--- config.mk ---
export PLATFORM = sky130hd
export DESIGN_NAME = feature_map_streamer
export DESIGN_NICKNAME = d
export VERILOG_FILES = /design/src/rtl/feature_map_streamer.sv
export SDC_FILE = /design/constraint.sdc
export NUM_CORES = 1
export LEC_CHECK = 0
export BUFFER_PORTS_ARGS = -buffer_cell sky130_fd_sc_hd__buf_2
export CELL_PAD_IN_SITES_DETAIL_PLACEMENT = 1
export CELL_PAD_IN_SITES_GLOBAL_PLACEMENT = 1
export CORE_ASPECT_RATIO = 1.75
export CORE_MARGIN = 8
export CORE_UTILIZATION = 49
export CTS_BUF_LIST = sky130_fd_sc_hd__clkbuf_8
export CTS_CLUSTER_DIAMETER = 100
export CTS_CLUSTER_SIZE = 24
export DETAILED_ROUTE_END_ITERATION = 6
export GPL_ROUTABILITY_DRIVEN = 0
export HOLD_SLACK_MARGIN = 0.15
export PLACE_DENSITY_LB_ADDON = 0.1
export SYNTH_ARGS = -nofsm -noshare
export SYNTH_HDL_FRONTEND = slang
export SYNTH_SLANG_ARGS = --single-unit
export TNS_END_PERCENT = 20
--- constraint.sdc ---
create_clock -name clock_i -period 4 [get_ports clock_i]
set_input_delay 0.8 -clock clock_i [delete_from_list [all_inputs] [get_ports clock_i]]
set_output_delay 0.8 -clock clock_i [all_outputs]
set_load 0.005 [all_outputs]
--- src/rtl/feature_map_streamer.sv ---
// Streams one feature map from synchronous memory: each channel plane is read
// row-major on its own lane and presented with valid/hold flow control.
module feature_map_streamer #(
    parameter int ADDR_WIDTH = 16,
    parameter int DATA_WIDTH = 32,
    parameter int N_ROWS     = 28,
    parameter int N_COLS     = 28,
    parameter int N_CHANNELS = 3,
    parameter int BASE_ADDR  = 0
) (
    input  logic                             clock_i,
    input  logic                             reset_ni,
    input  logic                             start_i,
    input  logic [N_CHANNELS-1:0]            hold_data_i,
    input  logic [N_CHANNELS*DATA_WIDTH-1:0] mem_data_i,
    output logic [N_CHANNELS-1:0]            mem_rd_en_o,
    output logic [N_CHANNELS*ADDR_WIDTH-1:0] mem_addr_o,
    output logic [N_CHANNELS-1:0]            data_valid_o,
    output logic [N_CHANNELS*DATA_WIDTH-1:0] data_o,
    output logic                             busy_o,
    output logic                             done_o
);
    localparam int PLANE = N_ROWS * N_COLS;
    localparam int CNT_W = $clog2(PLANE + 1);
    localparam logic [CNT_W-1:0] PLANE_C = CNT_W'(PLANE);
    localparam logic [CNT_W-1:0] LAST_C  = CNT_W'(PLANE - 1);
    localparam logic [CNT_W-1:0] ONE_C   = CNT_W'(1);

    typedef enum logic [1:0] {
        ST_IDLE,
        ST_STREAM,
        ST_DONE
    } state_t;

    state_t                r_state;
    state_t                w_state_next;
    logic                  w_start;
    logic                  w_streaming;
    logic [N_CHANNELS-1:0] w_lane_fin;

    assign w_start     = (r_state == ST_IDLE) && start_i;
    assign w_streaming = (r_state == ST_STREAM);

    // NOTE: sequential state uses non-blocking assignments so every register
    // samples pre-edge values regardless of the order blocks are evaluated.
    always_ff @(posedge clock_i or negedge reset_ni) begin
        if (!reset_ni) begin
            r_state <= ST_IDLE;
        end else begin
            r_state <= w_state_next;
        end
    end

    // NOTE: every output of this block gets a default first, so no path can
    // leave a signal unassigned and infer a latch.
    always_comb begin
        w_state_next = r_state;
        busy_o       = 1'b0;
        done_o       = 1'b0;
        unique case (r_state)
            ST_IDLE: begin
                if (start_i) begin
                    w_state_next = ST_STREAM;
                end
            end
            ST_STREAM: begin
                busy_o = 1'b1;
                if (&w_lane_fin) begin
                    w_state_next = ST_DONE;
                end
            end
            ST_DONE: begin
                done_o       = 1'b1;
                w_state_next = ST_IDLE;
            end
            default: w_state_next = ST_IDLE;
        endcase
    end

    for (genvar c = 0; c < N_CHANNELS; c++) begin : g_lane
        localparam logic [ADDR_WIDTH-1:0] LANE_BASE = ADDR_WIDTH'(BASE_ADDR + c * PLANE);

        logic [CNT_W-1:0]      r_idx;
        logic [CNT_W-1:0]      r_acc;
        logic                  r_inflight;
        logic [DATA_WIDTH-1:0] r_fifo [2];
        logic                  r_rd_ptr;
        logic                  r_wr_ptr;
        logic [1:0]            r_count;

        logic [DATA_WIDTH-1:0] w_in_data;
        logic [DATA_WIDTH-1:0] w_head;
        logic                  w_valid;
        logic                  w_pop;
        logic                  w_fifo_pop;
        logic                  w_push;
        logic                  w_issue;
        logic [1:0]            w_occ_after;

        assign w_in_data = mem_data_i[c*DATA_WIDTH +: DATA_WIDTH];

        // The returning read word counts as a FIFO entry in the cycle it lands,
        // which gives the two-cycle start-to-valid latency without a bubble.
        assign w_valid    = (r_count != 2'd0) || r_inflight;
        assign w_head     = (r_count != 2'd0) ? r_fifo[r_rd_ptr] :
                            (r_inflight ? w_in_data : '0);
        assign w_pop      = w_valid && !hold_data_i[c];
        assign w_fifo_pop = w_pop && (r_count != 2'd0);
        assign w_push     = r_inflight && !(w_pop && (r_count == 2'd0));

        assign w_occ_after = r_count + {1'b0, r_inflight} - {1'b0, w_pop};
        assign w_issue     = w_streaming && (r_idx < PLANE_C) && (w_occ_after < 2'd2);

        assign w_lane_fin[c] = (r_acc == PLANE_C) || ((r_acc == LAST_C) && w_pop);

        always_ff @(posedge clock_i or negedge reset_ni) begin
            if (!reset_ni) begin
                r_idx      <= '0;
                r_acc      <= '0;
                r_inflight <= 1'b0;
                r_rd_ptr   <= 1'b0;
                r_wr_ptr   <= 1'b0;
                r_count    <= 2'd0;
            end else if (w_start) begin
                r_idx      <= '0;
                r_acc      <= '0;
                r_inflight <= 1'b0;
                r_rd_ptr   <= 1'b0;
                r_wr_ptr   <= 1'b0;
                r_count    <= 2'd0;
            end else begin
                r_inflight <= w_issue;
                if (w_issue) begin
                    r_idx <= r_idx + ONE_C;
                end
                if (w_pop) begin
                    r_acc <= r_acc + ONE_C;
                end
                if (w_push) begin
                    r_wr_ptr <= ~r_wr_ptr;
                end
                if (w_fifo_pop) begin
                    r_rd_ptr <= ~r_rd_ptr;
                end
                r_count <= r_count + {1'b0, w_push} - {1'b0, w_fifo_pop};
            end
        end

        // NOTE: FIFO storage is not reset; r_count gates every read of it, so
        // stale contents are never visible and the array stays plain RAM.
        always_ff @(posedge clock_i) begin
            if (w_push) begin
                r_fifo[r_wr_ptr] <= w_in_data;
            end
        end

        assign mem_rd_en_o[c]                       = w_issue;
        assign mem_addr_o[c*ADDR_WIDTH +: ADDR_WIDTH] =
            w_issue ? (LANE_BASE + ADDR_WIDTH'(r_idx)) : '0;
        assign data_valid_o[c]                      = w_valid;
        assign data_o[c*DATA_WIDTH +: DATA_WIDTH]   = w_head;
    end

endmodule

==> impl_metrics.prom <==
# TYPE chip_impl_metric gauge
chip_impl_info{name="result_of_the_run",value="complete, no violations"} 1
chip_impl_metric{name="postRouteWirelength",unit="um"} 32700
chip_impl_metric{name="h-tree-depth",unit=""} 1
chip_impl_metric{name="synth_area_per_inst",unit="sq um"} 11.9
chip_impl_metric{name="clock.fmax",unit="MHz"} 276
chip_impl_metric{name="drt-pass1-iter-count",unit=""} 4
chip_impl_metric{name="timing.slew.headroom",unit="%"} 32.8
chip_impl_metric{name="numCtsBuffers",unit=""} 15
chip_impl_metric{name="drive_gt1_share",unit="%"} 23.8
chip_impl_metric{name="syn-instance-count",unit=""} 1067
chip_impl_metric{name="initial_core_util",unit="%"} 49.4
chip_impl_metric{name="clk_latency",unit="ps"} 570
chip_impl_metric{name="p_leak",unit="nW"} 6.00
chip_impl_info{name="synth_most_common_cell",value="sky130_fd_sc_hd__edfxtp_1"} 1
chip_impl_metric{name="timing.critical_path.arrival",unit="ps"} 2830
chip_impl_metric{name="synth.yosys.seq_area_share",unit="%"} 60.6
chip_impl_metric{name="io_pins",unit=""} 254
chip_impl_metric{name="postcts_resize_cnt",unit=""} 0
chip_impl_metric{name="cp_data_required_time",unit="ps"} 3200
chip_impl_info{name="crit_family",value="simple AND/OR/NAND/NOR gates"} 1
chip_impl_metric{name="synth_top_area_share",unit="%"} 45.4
chip_impl_metric{name="post-cts-setup-buffers",unit=""} 0
chip_impl_info{name="slowest_stage",value="sky130_fd_sc_hd__dfrtp_1"} 1
chip_impl_metric{name="ir_worst_vdd",unit="mV"} 0.404
chip_impl_metric{name="internal_power",unit="mW"} 6.45
chip_impl_info{name="commonest_cells_post_synth",value="sky130_fd_sc_hd__edfxtp_1 (192), sky130_fd_sc_hd__nand3_1 (116), sky130_fd_sc_hd__o21ai_0 (110), sky130_fd_sc_hd__mux2i_1 (109), sky130_fd_sc_hd__dfrtp_1 (77)"} 1
chip_impl_metric{name="synth_warnings",unit=""} 0
chip_impl_metric{name="ant_nets",unit=""} 0
chip_impl_metric{name="maxCapViolations",unit=""} 0
chip_impl_metric{name="final_worst_path_cycle_share",unit="%"} 90.7
chip_impl_metric{name="areaGrowthSynthToFinish",unit="%"} 13.6
chip_impl_metric{name="post-dp-hpwl",unit="um"} 23400
chip_impl_metric{name="holdBufCountCts",unit=""} 0
chip_impl_metric{name="fin_cells",unit=""} 1601
chip_impl_info{name="rsz_0062_raised_after_global_routing",value="false"} 1
chip_impl_metric{name="async_flop_share",unit="%"} 28.6
chip_impl_metric{name="place_inst",unit=""} 1573
chip_impl_metric{name="setup_viol",unit=""} 0
chip_impl_metric{name="gr-usage-all-layers",unit="%"} 20.4
chip_impl_metric{name="row_count",unit=""} 78
chip_impl_info{name="most_instantiated_flip_flop_cell_in_the_synthesis_netlist",value="sky130_fd_sc_hd__edfxtp_1"} 1
chip_impl_metric{name="core_region_area",unit="sq um"} 25700
chip_impl_metric{name="clk_path_buf_depth",unit=""} 3
chip_impl_metric{name="ys_ff_latch",unit=""} 269
chip_impl_metric{name="synth_cell_type_count",unit=""} 58
chip_impl_metric{name="finalNetCount",unit=""} 1391
chip_impl_info{name="cell_type_with_the_highest_aggregate_area_in_the_netlist",value="sky130_fd_sc_hd__edfxtp_1"} 1
chip_impl_metric{name="worst_path_buffer_plus_inverter_count",unit=""} 2
chip_impl_metric{name="grt.overflow.total",unit=""} 0
chip_impl_metric{name="antenna_violations_before_repair",unit=""} 2
chip_impl_metric{name="maximum_number_of_pins_on_one_net_before_global_route_repair",unit=""} 56
chip_impl_metric{name="die_area",unit="sq um"} 31500
chip_impl_metric{name="power.share.switching",unit="%"} 40.6
chip_impl_metric{name="worst_max_slew_pin_slew",unit="ps"} 1010
chip_impl_metric{name="power.share.sequential",unit="%"} 44.4
chip_impl_metric{name="hold-worst-slack",unit="ps"} 287
chip_impl_info{name="holdCritPathClass",value="primary input to async pin"} 1
chip_impl_metric{name="wl_per_cell",unit="um"} 20.4
chip_impl_metric{name="grt_pass1_wl",unit="um"} 51600
chip_impl_metric{name="numClockSinks",unit=""} 269
chip_impl_metric{name="number_of_design_rule_violations_left_by_the_first_detailed_router_iteration",unit=""} 372
chip_impl_metric{name="pwr_density_cell",unit="nW/um^2"} 753
chip_impl_metric{name="clkPwrFrac",unit="%"} 11.5
chip_impl_metric{name="port_buffers",unit=""} 238
chip_impl_info{name="critPathLaunchType",value="register"} 1
chip_impl_metric{name="final.setup.tns",unit="ps"} 0
chip_impl_metric{name="critical-path-max-stage-delay",unit="ps"} 520
chip_impl_info{name="clockRootBuffer",value="sky130_fd_sc_hd__clkbuf_8"} 1
chip_impl_metric{name="report.final.slew_viol_count",unit=""} 0
chip_impl_metric{name="timing.final.crit_period",unit="ps"} 3630
chip_impl_metric{name="die_width",unit="um"} 138
chip_impl_metric{name="skew",unit="ps"} 42.1
chip_impl_metric{name="via_total_after_detailed_routing",unit=""} 9044
chip_impl_info{name="synth_area_leaders",value="sky130_fd_sc_hd__edfxtp_1 (45%), sky130_fd_sc_hd__dfrtp_1 (15%), sky130_fd_sc_hd__mux2i_1 (8.6%)"} 1
chip_impl_metric{name="drt_drc_violations_left",unit=""} 0
chip_impl_metric{name="clk_transition_reported_paths",unit="ps"} 160
chip_impl_info{name="cp_cell_sequence",value="nor3_2, buf_4, nor2_1, ha_1, nor2b_1, xnor2_1, nand2_1, a211oi_1, buf_2"} 1
chip_impl_info{name="critical_path_class",value="register to output pin"} 1
chip_impl_info{name="timing.critical_path.to_type",value="output pin"} 1
chip_impl_metric{name="timing.critical_path.fanout_max",unit=""} 9
chip_impl_metric{name="switching_power",unit="mW"} 4.41
chip_impl_metric{name="die_height",unit="um"} 229
chip_impl_metric{name="grt_pass1_vias",unit=""} 9785
chip_impl_metric{name="fin_util",unit="%"} 56.2
chip_impl_info{name="cts_tree",value="built"} 1
chip_impl_metric{name="power.share.combinational",unit="%"} 44.1
chip_impl_metric{name="drt-vias-per-instance",unit=""} 5.65
chip_impl_metric{name="synth_enable_flop_cells",unit=""} 192
chip_impl_metric{name="timing_hold_violations_final",unit=""} 0
chip_impl_metric{name="synth.cell_area",unit="sq um"} 12700
## flip-flops by register name, indices dropped and copies added, names as in the netlist
name and flops:
r_state 2, g_lane.r_fifo 192, g_lane.r_acc 30, g_lane.r_rd_ptr 3, g_lane.r_inflight 3, g_lane.r_count 6
g_lane.r_wr_ptr 3, g_lane.r_idx 30
## worst paths after layout
check | to | start | cells past startpoint | slack, ps
worst min-delay path | g_lane[1].r_acc[3] | reset_ni | 1 | 290
worst max register to register | g_lane[2].r_idx[4] | g_lane[2].r_count[1] | 9 | 1640
max in group asynchronous | g_lane[0].r_acc[5] | reset_ni | 2 | 2890
min in group clock_i | g_lane[2].r_fifo[1][25] | mem_data_i[89] | 1 | 410
worst max-delay path | mem_addr_o[42] | g_lane[2].r_count[1] | 9 | 370
worst min register to register | g_lane[2].r_idx[3] | g_lane[2].r_idx[3] | 1 | 560
## routing by layer
metal | global-route usage, % | up-vias | share of wire [%]
li1 | - | 4295 | -
met1 | 22.7 | 4510 | 37
met2 | 38.5 | 192 | 55
met3 | 2.60 | 47 | 4.6
met4 | 6.21 | 0 | 2.5
met5 | 0 | - | 0
## power groups by stage
stage	sequential, mW	clock, mW	combinational [mW]
2_1_floorplan	4.45	0	3.22
3_3_place_gp	4.83	0	4.76
3_5_place_dp	4.90	0	4.90
4_1_cts	4.84	1.31	4.92
5_1_grt	4.94	1.38	5.37
6_report	4.82	1.25	4.78
## final cells by class
type	count	area, sq um
Clock inverter	11	61.3
Sequential cell	269	7700
Fill cell	2832	11300
Clock buffer	15	206
Antenna cell	2	5.00
Tap cell	320	400
Timing Repair Buffer	263	1380
Multi-Input combinational cell	693	4560
Inverter	28	105
## cells by family after synthesis
| group | share of synthesized area (%) |
|---|---|
| fa+ha+maj | 1.87 |
| mux | 8.60 |
| simple gates | 14.0 |
| compound gates | 7.80 |
| buf+inv | 4.20 |
| other cells | 0.0296 |
| xor+xnor | 2.90 |
| flops | 60.6 |
## layout by cell type (no fill, tap or decap), types with 4 or more instances in the layout
master,count
sky130_fd_sc_hd__buf_2,237
sky130_fd_sc_hd__edfxtp_1,192
sky130_fd_sc_hd__nand3_1,116
sky130_fd_sc_hd__o21ai_0,110
sky130_fd_sc_hd__mux2i_1,109
sky130_fd_sc_hd__dfrtp_1,74
sky130_fd_sc_hd__nor2_1,54
sky130_fd_sc_hd__inv_1,37
sky130_fd_sc_hd__nand2_1,36
sky130_fd_sc_hd__xnor2_1,35
sky130_fd_sc_hd__and3_1,26
sky130_fd_sc_hd__buf_4,26
sky130_fd_sc_hd__a21oi_1,19
sky130_fd_sc_hd__ha_1,19
sky130_fd_sc_hd__conb_1,15
sky130_fd_sc_hd__clkbuf_8,15
sky130_fd_sc_hd__nand4_1,13
sky130_fd_sc_hd__nor3_1,12
sky130_fd_sc_hd__nor4_1,11
sky130_fd_sc_hd__nand2b_1,9
sky130_fd_sc_hd__o31ai_1,7
sky130_fd_sc_hd__and2_1,7
sky130_fd_sc_hd__xor2_1,7
sky130_fd_sc_hd__or3_1,7
sky130_fd_sc_hd__o21a_1,6
sky130_fd_sc_hd__or4_1,6
sky130_fd_sc_hd__nor2_2,6
sky130_fd_sc_hd__nor4b_1,5
sky130_fd_sc_hd__nor3b_1,4
sky130_fd_sc_hd__a31oi_1,4
## through the flow
| stage | instance area (sq um) | setup WS [ps] | total power [mW] |
|---|---|---|---|
| 6_report | 14400 | 372 | 10.9 |
| 2_1_floorplan | 12700 | 793 | 7.67 |
| 3_5_place_dp | 14100 | 738 | 9.81 |
| 5_1_grt | 14400 | 124 | 11.7 |
| 4_1_cts | 14400 | 325 | 11.1 |
| 3_3_place_gp | 14100 | 770 | 9.60 |
Power figures use the tool's default switching activity.
